$ cat src/rtl/pipe_pkg.sv
`default_nettype none
// ============================================================================
// Module   : pipe_pkg
// Brief    : Shared types and constants for the skid-buffered pipeline stage.
// Revision : 1.0 - initial release
// ============================================================================
package pipe_pkg;

  // Occupancy of the stage: main entry only, or main plus skid.
  typedef enum logic [1:0] {
    EMPTY = 2'd0,
    ONE   = 2'd1,
    TWO   = 2'd2
  } pipe_state_t;

  localparam int unsigned DEFAULT_INSTR_W = 32;
  localparam int unsigned DEFAULT_PC_W    = 32;
  localparam int unsigned DEFAULT_EXC_W   = 5;

  localparam logic [31:0] HANDLER_PC_DEFAULT = 32'h0000_4180;

  localparam logic [4:0] EXC_NONE = 5'd0;
  localparam logic [4:0] EXC_ADEL = 5'd4;
  localparam logic [4:0] EXC_ADES = 5'd5;
  localparam logic [4:0] EXC_SYS  = 5'd8;
  localparam logic [4:0] EXC_BP   = 5'd9;
  localparam logic [4:0] EXC_RI   = 5'd10;
  localparam logic [4:0] EXC_OV   = 5'd12;

  typedef struct packed {
    logic [DEFAULT_INSTR_W-1:0] instr;
    logic [DEFAULT_PC_W-1:0]    pc;
    logic [DEFAULT_EXC_W-1:0]   exc;
    logic                       bd;
  } pipe_beat_t;

endpackage
`default_nettype wire

$ cat src/rtl/pipe_entry.sv
`default_nettype none
// ============================================================================
// Module   : pipe_entry
// Brief    : One payload register with load-enable and bubble injection.
// Revision : 1.0 - initial release
// ============================================================================
module pipe_entry
  import pipe_pkg::*;
#(
  parameter int unsigned INSTR_W = 32,
  parameter int unsigned PC_W    = 32,
  parameter int unsigned EXC_W   = 5
) (
  input  logic               clk,
  input  logic               reset,
  input  logic               load,
  input  logic [INSTR_W-1:0] ld_instr,
  input  logic [PC_W-1:0]    ld_pc,
  input  logic [EXC_W-1:0]   ld_exc,
  input  logic               ld_bd,
  input  logic               ld_bubble,
  input  logic               inject,
  input  logic               inject_pc_sel,
  input  logic [PC_W-1:0]    inject_pc,
  output logic [INSTR_W-1:0] q_instr,
  output logic [PC_W-1:0]    q_pc,
  output logic [EXC_W-1:0]   q_exc,
  output logic               q_bd,
  output logic               q_bubble
);

  logic [INSTR_W-1:0] r_instr;
  logic [PC_W-1:0]    r_pc;
  logic [EXC_W-1:0]   r_exc;
  logic               r_bd;
  logic               r_bubble;

  // Injection outranks load; without inject_pc_sel the PC is left as-is.
  always_ff @(posedge clk) begin
    if (!reset) begin
      r_instr  <= '0;
      r_pc     <= '0;
      r_exc    <= '0;
      r_bd     <= 1'b0;
      r_bubble <= 1'b0;
    end else if (inject) begin
      r_instr  <= '0;
      r_exc    <= EXC_W'(EXC_NONE);
      r_bd     <= 1'b0;
      r_bubble <= 1'b1;
      if (inject_pc_sel) begin
        r_pc <= inject_pc;
      end
    end else if (load) begin
      r_instr  <= ld_instr;
      r_pc     <= ld_pc;
      r_exc    <= ld_exc;
      r_bd     <= ld_bd;
      r_bubble <= ld_bubble;
    end
  end

  assign q_instr  = r_instr;
  assign q_pc     = r_pc;
  assign q_exc    = r_exc;
  assign q_bd     = r_bd;
  assign q_bubble = r_bubble;

endmodule
`default_nettype wire

$ cat src/rtl/pipe_stage_skid.sv
`default_nettype none
// ============================================================================
// Module   : pipe_stage_skid
// Brief    : Valid/ready pipeline stage with two-entry skid buffer and
//            exception-entry / flush bubble injection.
// Revision : 1.0 - initial release
// ============================================================================
module pipe_stage_skid
  import pipe_pkg::*;
#(
  parameter int unsigned     INSTR_W    = 32,
  parameter int unsigned     PC_W       = 32,
  parameter int unsigned     EXC_W      = 5,
  parameter logic [PC_W-1:0] HANDLER_PC = PC_W'(HANDLER_PC_DEFAULT),
  parameter int unsigned     PC_INC     = 8
) (
  input  logic               clk,
  input  logic               reset,
  input  logic               req,
  input  logic               clr,
  input  logic               in_valid,
  output logic               in_ready,
  input  logic [INSTR_W-1:0] in_instr,
  input  logic [PC_W-1:0]    in_pc,
  input  logic [EXC_W-1:0]   in_exc,
  input  logic               in_bd,
  output logic               out_valid,
  input  logic               out_ready,
  output logic [INSTR_W-1:0] out_instr,
  output logic [PC_W-1:0]    out_pc,
  output logic [EXC_W-1:0]   out_exc,
  output logic               out_bd,
  output logic [PC_W-1:0]    out_pc8,
  output logic               out_bubble
);

  pipe_state_t r_state;
  pipe_state_t w_state_nxt;
  logic        r_in_ready;

  logic w_in_fire;
  logic w_out_fire;
  logic w_out_valid;
  logic w_main_from_in;
  logic w_main_from_skid;
  logic w_main_load;
  logic w_skid_load;
  logic w_inject;

  logic [INSTR_W-1:0] w_skid_instr;
  logic [PC_W-1:0]    w_skid_pc;
  logic [EXC_W-1:0]   w_skid_exc;
  logic               w_skid_bd;
  logic               w_skid_bubble;

  logic [INSTR_W-1:0] w_main_ld_instr;
  logic [PC_W-1:0]    w_main_ld_pc;
  logic [EXC_W-1:0]   w_main_ld_exc;
  logic               w_main_ld_bd;
  logic               w_main_ld_bubble;

  assign w_out_valid = (r_state != EMPTY);
  assign w_in_fire   = in_valid & r_in_ready;
  assign w_out_fire  = w_out_valid & out_ready;
  assign w_inject    = req | clr;

  // Main refills from the input when it is free this cycle, from skid when
  // draining out of TWO; skid only captures while main is still occupied.
  assign w_main_from_in   = w_in_fire & ((r_state == EMPTY) | ((r_state == ONE) & w_out_fire));
  assign w_main_from_skid = (r_state == TWO) & w_out_fire;
  assign w_main_load      = w_main_from_in | w_main_from_skid;
  assign w_skid_load      = (r_state == ONE) & w_in_fire & ~w_out_fire;

  assign w_main_ld_instr  = w_main_from_skid ? w_skid_instr  : in_instr;
  assign w_main_ld_pc     = w_main_from_skid ? w_skid_pc     : in_pc;
  assign w_main_ld_exc    = w_main_from_skid ? w_skid_exc    : in_exc;
  assign w_main_ld_bd     = w_main_from_skid ? w_skid_bd     : in_bd;
  assign w_main_ld_bubble = w_main_from_skid ? w_skid_bubble : 1'b0;

  always_comb begin
    w_state_nxt = r_state;
    if (req) begin
      w_state_nxt = ONE;
    end else if (clr) begin
      w_state_nxt = EMPTY;
    end else begin
      case (r_state)
        EMPTY: if (w_in_fire) w_state_nxt = ONE;
        ONE: begin
          if (w_in_fire && !w_out_fire) begin
            w_state_nxt = TWO;
          end else if (!w_in_fire && w_out_fire) begin
            w_state_nxt = EMPTY;
          end
        end
        TWO:     if (w_out_fire) w_state_nxt = ONE;
        default: w_state_nxt = EMPTY;
      endcase
    end
  end

  // in_ready is registered from the next occupancy, keeping stall off any
  // combinational path back to upstream.
  always_ff @(posedge clk) begin
    if (!reset) begin
      r_state    <= EMPTY;
      r_in_ready <= 1'b1;
    end else begin
      r_state    <= w_state_nxt;
      r_in_ready <= (w_state_nxt != TWO);
    end
  end

  pipe_entry #(
    .INSTR_W (INSTR_W),
    .PC_W    (PC_W),
    .EXC_W   (EXC_W)
  ) u_main (
    .clk           (clk),
    .reset         (reset),
    .load          (w_main_load),
    .ld_instr      (w_main_ld_instr),
    .ld_pc         (w_main_ld_pc),
    .ld_exc        (w_main_ld_exc),
    .ld_bd         (w_main_ld_bd),
    .ld_bubble     (w_main_ld_bubble),
    .inject        (w_inject),
    .inject_pc_sel (req),
    .inject_pc     (HANDLER_PC),
    .q_instr       (out_instr),
    .q_pc          (out_pc),
    .q_exc         (out_exc),
    .q_bd          (out_bd),
    .q_bubble      (out_bubble)
  );

  pipe_entry #(
    .INSTR_W (INSTR_W),
    .PC_W    (PC_W),
    .EXC_W   (EXC_W)
  ) u_skid (
    .clk           (clk),
    .reset         (reset),
    .load          (w_skid_load),
    .ld_instr      (in_instr),
    .ld_pc         (in_pc),
    .ld_exc        (in_exc),
    .ld_bd         (in_bd),
    .ld_bubble     (1'b0),
    .inject        (w_inject),
    .inject_pc_sel (1'b0),
    .inject_pc     ('0),
    .q_instr       (w_skid_instr),
    .q_pc          (w_skid_pc),
    .q_exc         (w_skid_exc),
    .q_bd          (w_skid_bd),
    .q_bubble      (w_skid_bubble)
  );

  assign in_ready  = r_in_ready;
  assign out_valid = w_out_valid;
  assign out_pc8   = out_pc + PC_W'(PC_INC);

endmodule
`default_nettype wire
$ cat config.mk
export PLATFORM = sky130hd
export DESIGN_NAME = pipe_stage_skid
export DESIGN_NICKNAME = d
export VERILOG_FILES = /design/src/rtl/pipe_pkg.sv /design/src/rtl/pipe_entry.sv /design/src/rtl/pipe_stage_skid.sv
export SDC_FILE = /design/constraint.sdc
export NUM_CORES = 1
export LEC_CHECK = 0
export ABC_AREA = 1
export CAP_MARGIN = 0
export CORE_MARGIN = 10
export CORE_UTILIZATION = 30
export CTS_BUF_LIST = sky130_fd_sc_hd__clkbuf_4 sky130_fd_sc_hd__clkbuf_8 sky130_fd_sc_hd__clkbuf_16
export DETAILED_ROUTE_END_ITERATION = 16
export HOLD_SLACK_MARGIN = 0.06
export PLACE_DENSITY = 0.55
export SKIP_LAST_GASP = 1
export SLEW_MARGIN = 20
export SYNTH_ARGS = -nofsm -noshare
export SYNTH_HDL_FRONTEND = slang
export SYNTH_SLANG_ARGS = --single-unit
$ cat constraint.sdc
create_clock -name clk -period 1.5 [get_ports clk]
set_input_delay 0.3 -clock clk [delete_from_list [all_inputs] [get_ports clk]]
set_output_delay 0.3 -clock clk [all_outputs]
set_load 0.1 [all_outputs]
==> impl_metrics.ini, run 1 <==
[worst_setup_path]
rrSetupSlack_ns = 0.13
reg2regPathDepth = 9
reg2reg_to = u_skid.q_pc[15]$_SDFFE_PN0P_
crit_chain = nand2_4 > nor2_4 > nand4_1 > nor2_4 > nand3b_1 > nand2_4 > buf_12
slowest_delay_ns = 0.40
startpoint_type = register
worstSetupEndpointType = output pin
cpMaxStageDelayCell = dfxtp_4
worstPathArrival_ns = 1.88
reg2reg_from = in_ready$_SDFF_PN1_
required_ns = 1.20
crit_type = register to output pin
cp_max_fo = 4

[sta]
final-setup-viol-count = 31
layout_min_cycle_time_ns = 2.18
max_slew_margin_pct = 77.2
tightestPinTransition_ns = 0.342
rsz0062_at_grt = yes
setup_ws_ns = -0.677
hold_viol_final = 0
finalCritPeriodShare_pct = 145
report.final.slew_viol_count = 0
fin_tns_setup_ns = -15.09
fmaxAchievable_mhz = 459
fin_skew_ns = 0.00635

[status]
run_status = complete, but fails checks
violations = negative setup slack

[synth]
synth_top_area_share_pct = 41.7
synth_ff_type = dfxtp_1
ys_types = 25
synth.ff_latch_count = 145
syn-instance-count = 1054
yosysSeqAreaShare_pct = 41.7
syn_area_sq_um = 6950
synthArstFlopShare_pct = 0
synth-warning-count = 0
synth-edff-count = 0
yosysTopAreaCell = dfxtp_1
avgSynthCellArea_sq_um = 6.60
ys_top_cells_by_area = dfxtp_1, nand2_1, a21oi_1
synth_fp_nets = 1131

[min_path]
hold_path_end = r_state[0]$_SDFF_PN0_
hold_depth = 5
min_from = out_ready
hold_path.class = input port to register

[finish]
drive_gt1_share_pct = 31.6
num-nets-final = 1386
fillers = 2042
areaGrowthSynthToFinish_pct = 83.1
final_area_sq_um = 12700

[route]
drt_iter0_markers = 408
ant_nets = 0
wl_mm = 25.6
dr.pass1.iters = 5
vias_per_cell = 4.79
vias = 7695
wl_per_cell_um = 15.9
drc_errors = 0

[place]
post_dp_cell_area_sq_um = 11500
place.gp.congestion = 0.937
port_buffers = 180
dp_hpwl_mm = 18.8

[global_route]
grt_max_degree = 77
antenna_found_initial = 1
grt_pass1_vias = 7388
track_usage_pct = 16.8
gr-total-overflow = 0
grt_pass1_wl_mm = 39.6

[clock_tree]
cts_tree = done
cts.sinks = 145
holdBufCountCts = 0
clock-root-buffer = clkbuf_16
htreeDepth = 4
clkTransAtPathRegs_ns = 0.06
cts_buffers = 17
insertion_delay_ns = 0.42
clk_path_buf_depth = 2

[floorplanning]
die_h_um = 172
design.core.area_sq_um = 22700
initial_core_util_pct = 30.6
dieWidth_um = 172
dieArea_sq_um = 29700
ios = 181
num_rows = 55

[pwr]
pwr_density_cell_nw_per_um2 = 807
ir_drop_uv = 764
p_leak_nw = 5.16

[job]
maxCapViolCount = 0
-- layout make-up --
class	instances	area, sq um	share of cell area, %
Clock buffer	21	503	3.95
Inverter	92	354	2.78
Tap cell	285	357	2.80
Clock inverter	11	73.8	0.580
Multi-Input combinational cell	745	4240	33.3
Antenna cell	1	2.50	0.0197
Timing Repair Buffer	308	4190	32.9
Sequential cell	145	3020	23.7
-- worst max-delay path: cells and delay by family, from the launching register on --
kind,cells,cell delay [ns]
DFF,1,0.40
buffers and inverters,1,0.16
and+or+nand+nor,6,0.89
-- per-layer routing --
metal	wire length [um]	track usage [%]	vias to the layer above
met1	10900	20.3	3520
met3	2320	7.09	24
met4	396	4.84	0
met2	12000	26.7	232
li1	-	-	3919
met5	0	0	-
-- cell usage after synthesis, types with 2 or more instances --
cell,instances
o21ai_0,66
nand2_1,314
nor3_1,4
clkbuf_1,32
nor2_1,95
xnor2_1,3
buf_1,8
xor2_1,11
nand3_1,93
a21oi_1,113
nand3b_1,5
nand4_1,12
nand2_2,2
inv_1,89
a211oi_1,22
dfxtp_1,145
inv_2,3
buf_2,24
buf_4,7
-- cell families after synthesis --
group | share of synthesized area (%)
XOR/XNOR | 1.76
AND/OR/NAND/NOR | 31.1
adder cells (fa/ha/maj) | 0.180
flip-flops | 41.7
AO/OA/AOI/OAI | 15.5
buffers and inverters | 9.77
-- registers in the layout, indices dropped and copies added, names as in the netlist, 2 cells and up --
register / flops
u_main.q_instr: 32
u_main.q_pc: 32
u_skid.q_instr: 32
u_skid.q_pc: 32
u_main.q_exc: 5
u_skid.q_exc: 5
r_state: 2
-- stage by stage --
stage               cells  hold slack (ns)  power (W)  util (%)  worst slack (ns)
finish               1608            0.398     0.0103      56.1            -0.677
CTS                  1600            0.446     0.0104      55.0            -0.682
global route         1607            0.417     0.0107      56.1            -0.767
global placement     1558            0.433    0.00624      50.8            -0.337
floorplan            1054            0.424    0.00524         -            -0.837
detailed placement   1558            0.436    0.00625      50.8            -0.350
-- where the power goes --
| group | leakage [nW] | switching (W) | internal, W |
|---|---|---|---|
| combinational | 3.67 | 0.00131 | 0.000886 |
| sequential | 1.20 | 0.0000947 | 0.00390 |
| clock | 0.286 | 0.00169 | 0.00240 |
-- placed cells by master, fill, tap and decap left out, types with 3 or more instances in the layout --
cell type        instances
a21oi_1                113
inv_2                    7
nor3_4                   3
dfxtp_4                 29
clkinvlp_4               3
dfxtp_1                111
o21ai_0                 65
inv_4                    4
nand3_2                  5
clkinv_2                 4
nand2_1                272
inv_1                   82
nand2_2                 17
xor2_4                  11
clkdlybuf4s50_1         74
nor2_4                  22
nand3_1                 82
clkbuf_16               20
a211oi_1                22
nor2_2                  11
dfxtp_2                  5
nand4_1                 12
nand3_4                  7
nor2_1                  63
buf_6                   31
xnor2_4                  3
buf_12                 123
buf_4                   76
nand3b_1                 5
nand2_4                 27
-- worst max path at each step --
stage	endpoint	cells past startpoint	start	slack, ns
after CTS	out_pc8[28]	7	u_main.q_pc[8]$_SDFFE_PN0P_	-0.68
after global placement	u_main.q_pc[3]$_SDFFE_PN0P_	9	out_ready	-0.34
after detailed placement	u_main.q_pc[4]$_SDFFE_PN0P_	9	out_ready	-0.35
final	out_pc8[28]	7	u_main.q_pc[9]$_SDFFE_PN0P_	-0.68
after floorplan	out_pc8[12]	3	u_main.q_pc[3]$_SDFFE_PN0P_	-0.84
after global routing	out_pc8[28]	7	u_main.q_pc[9]$_SDFFE_PN0P_	-0.77
-- timing repair --
action,CTS,global route
setup buffers,11,13
setup endpoints to repair,33,48
pin swaps,55,38
gates cloned,0,1
gates resized for setup,77,53
No activity file was read; power rests on OpenSTA's default activity.
==> inputs of run 2 (changes only) <==
--- a/config.mk
+++ b/config.mk
@@ -7,12 +7,14 @@
 export LEC_CHECK = 0
 export ABC_AREA = 1
 export CAP_MARGIN = 0
+export CELL_PAD_IN_SITES_DETAIL_PLACEMENT = 2
+export CELL_PAD_IN_SITES_GLOBAL_PLACEMENT = 2
 export CORE_MARGIN = 10
-export CORE_UTILIZATION = 30
+export CORE_UTILIZATION = 28
 export CTS_BUF_LIST = sky130_fd_sc_hd__clkbuf_4 sky130_fd_sc_hd__clkbuf_8 sky130_fd_sc_hd__clkbuf_16
 export DETAILED_ROUTE_END_ITERATION = 16
 export HOLD_SLACK_MARGIN = 0.06
-export PLACE_DENSITY = 0.55
+export PLACE_DENSITY = 0.85
 export SKIP_LAST_GASP = 1
 export SLEW_MARGIN = 20
 export SYNTH_ARGS = -nofsm -noshare
==> constraint.sdc (replaced) <==
create_clock -name clk -period 2.6 [get_ports clk]
set_input_delay 0.52 -clock clk [delete_from_list [all_inputs] [get_ports clk]]
set_output_delay 0.52 -clock clk [all_outputs]
set_load 0.1 [all_outputs]
==> run 2 against run 1 <==
The flow still finishes with violations (negative setup slack). Clock power decreased by 39%. Die area rose by 6.3%. Largest cell class unchanged. Highest routed layer is now met5. Power down 43%. Largest power group unchanged. Clock skew increased by 0.0038 ns.
==> impl_metrics.ini, run 2 (synthesized netlist as in run 1, its figures left out) <==
[status]
run_status = complete, but fails checks
violations = negative setup slack

[finish]
fillers = 2817
final_util_pct = 42.0
drive_gt1_share_pct = 20.5
num-nets-final = 1292
final_common_cell = nand2_1
layout_common_cells = nand2_1, dfxtp_1, a21oi_1
stdcell_count = 1556
areaGrowthSynthToFinish_pct = 47.3
final_area_sq_um = 10200

[sta]
max_slew_margin_pct = 48.5
fmaxAchievable_mhz = 362
final-setup-viol-count = 1
holdWs_ns = 0.449
fin_tns_setup_ns = -0.165
fin_skew_ns = 0.0102
setup_ws_ns = -0.165
layout_min_cycle_time_ns = 2.77
hold_viol_final = 0
report.final.slew_viol_count = 0
tightestPinTransition_ns = 0.772
finalCritPeriodShare_pct = 106
rsz0062_at_grt = yes

[global_route]
antenna_found_initial = 4
grt_max_degree = 112
grt_pass1_vias = 8759
gr-total-overflow = 0
grt_pass1_wl_mm = 48.5
track_usage_pct = 19.3

[clock_tree]
cts_buffers = 17
clkTransAtPathRegs_ns = 0.07
cts_tree = done
htreeDepth = 4
cts.sinks = 145
insertion_delay_ns = 0.43
clk_path_buf_depth = 2
clock-root-buffer = clkbuf_16

[route]
vias = 7837
vias_per_cell = 5.04
drc_errors = 0
wl_per_cell_um = 20.1
dr.pass1.iters = 4
wl_mm = 31.3
ant_nets = 0
drt_iter0_markers = 391

[floorplanning]
num_rows = 57
design.core.area_sq_um = 24400
initial_core_util_pct = 28.5
die_h_um = 178
dieArea_sq_um = 31500
dieWidth_um = 178
ios = 181

[place]
place.gp.congestion = 0.877
port_buffers = 180
dp_hpwl_mm = 21.6
post_dp_cell_area_sq_um = 9480
placed_cells_incl_taps = 1515

[pwr]
ir_drop_uv = 370
seqPwrFrac_pct = 39.5
power_frac_comb_pct = 18.0
switching_share_pct = 32.8
p_sw_w = 0.00193
internal_power_w = 0.00396
p_leak_nw = 4.08
clkPwrFrac_pct = 42.5
pwr_density_cell_nw_per_um2 = 574

[min_path]
hold_path.class = register to register

[worst_setup_path]
required_ns = 2.08
cp_max_fo = 5
crit_type = register to output pin
worstSetupEndpointType = output pin
startpoint_type = register
worstPathArrival_ns = 2.25

[job]
maxCapViolCount = 0
## run 2: cell types whose count changed in the layout (fill, tap and decap cells not counted), sizes merged, moves of 2 or more
cell,delta
clkinvlp,-2
clkinv,-3
diode,+3
clkbuf,-5
inv,+8
buf,-93
## run 2: metal layers
metal  GRT usage, %  part of all wire (%)  vias to the layer above
li1               -                     -                     3725
met1           22.1                    42                     3905
met2           34.9                    51                      177
met3           4.67                   4.9                       28
met4           5.00                   1.4                        2
met5              0                 0.041                        -
## run 2: cell type report
class                      instances  area [sq um]  share of cell area, %
multi-input combinational        745          3740                   36.5
clock inverter                    15           163                   1.59
antenna                            4          10.0                 0.0977
clock buffer                      17           425                   4.15
sequential                       145          2970                   29.0
timing repair buffer             214          2190                   21.3
inverter                          92           345                   3.37
tap                              324           405                   3.96
## run 2: timing repair
action,in CTS,in global routing
setup endpoints to repair,14,15
hold buffers,0,0
pin swaps,0,5
gates resized for setup,16,20
buffers inserted,0,5
## run 2: power by group through the flow
stage / Clock [W] / Combinational [W] / Sequential (W)
3_3_place_gp: 0 / 0.00103 / 0.00237
4_1_cts: 0.00258 / 0.00106 / 0.00233
2_1_floorplan: 0 / 0.000431 / 0.00259
6_report: 0.00250 / 0.00106 / 0.00233
5_1_grt: 0.00268 / 0.00113 / 0.00233
3_5_place_dp: 0 / 0.00105 / 0.00238
## run 2: per-stage QoR
| stage | power [W] | setup slack, ns |
|---|---|---|
| after floorplan | 0.00302 | -0.0148 |
| after global placement | 0.00340 | 0.311 |
| after detailed placement | 0.00343 | 0.207 |
| after CTS | 0.00597 | -0.0611 |
| after global routing | 0.00613 | -0.205 |
| final | 0.00588 | -0.165 |
## run 2: critical path: stages, from the launching register on
cell	delay, ns
dfxtp_2	0.41
nand2_1	0.19
nor2_2	0.22
nand4_1	0.14
nor2_1	0.27
nand2_1	0.16
nand2_1	0.14
nand2_1	0.11
buf_12	0.18
## run 2: worst paths after layout
kind,from,slack [ns],endpoint,cells after the start
worst min register to register,u_skid.q_instr[13]$_SDFFE_PP0P_,0.45,u_skid.q_instr[13]$_SDFFE_PP0P_,2
worst min-delay path,u_skid.q_instr[13]$_SDFFE_PP0P_,0.45,u_skid.q_instr[13]$_SDFFE_PP0P_,2
worst max-delay path,u_main.q_pc[11]$_SDFFE_PN0P_,-0.17,out_pc8[29],8
worst max register to register,in_ready$_SDFF_PN1_,0.79,u_main.q_pc[17]$_SDFFE_PN0P_,7
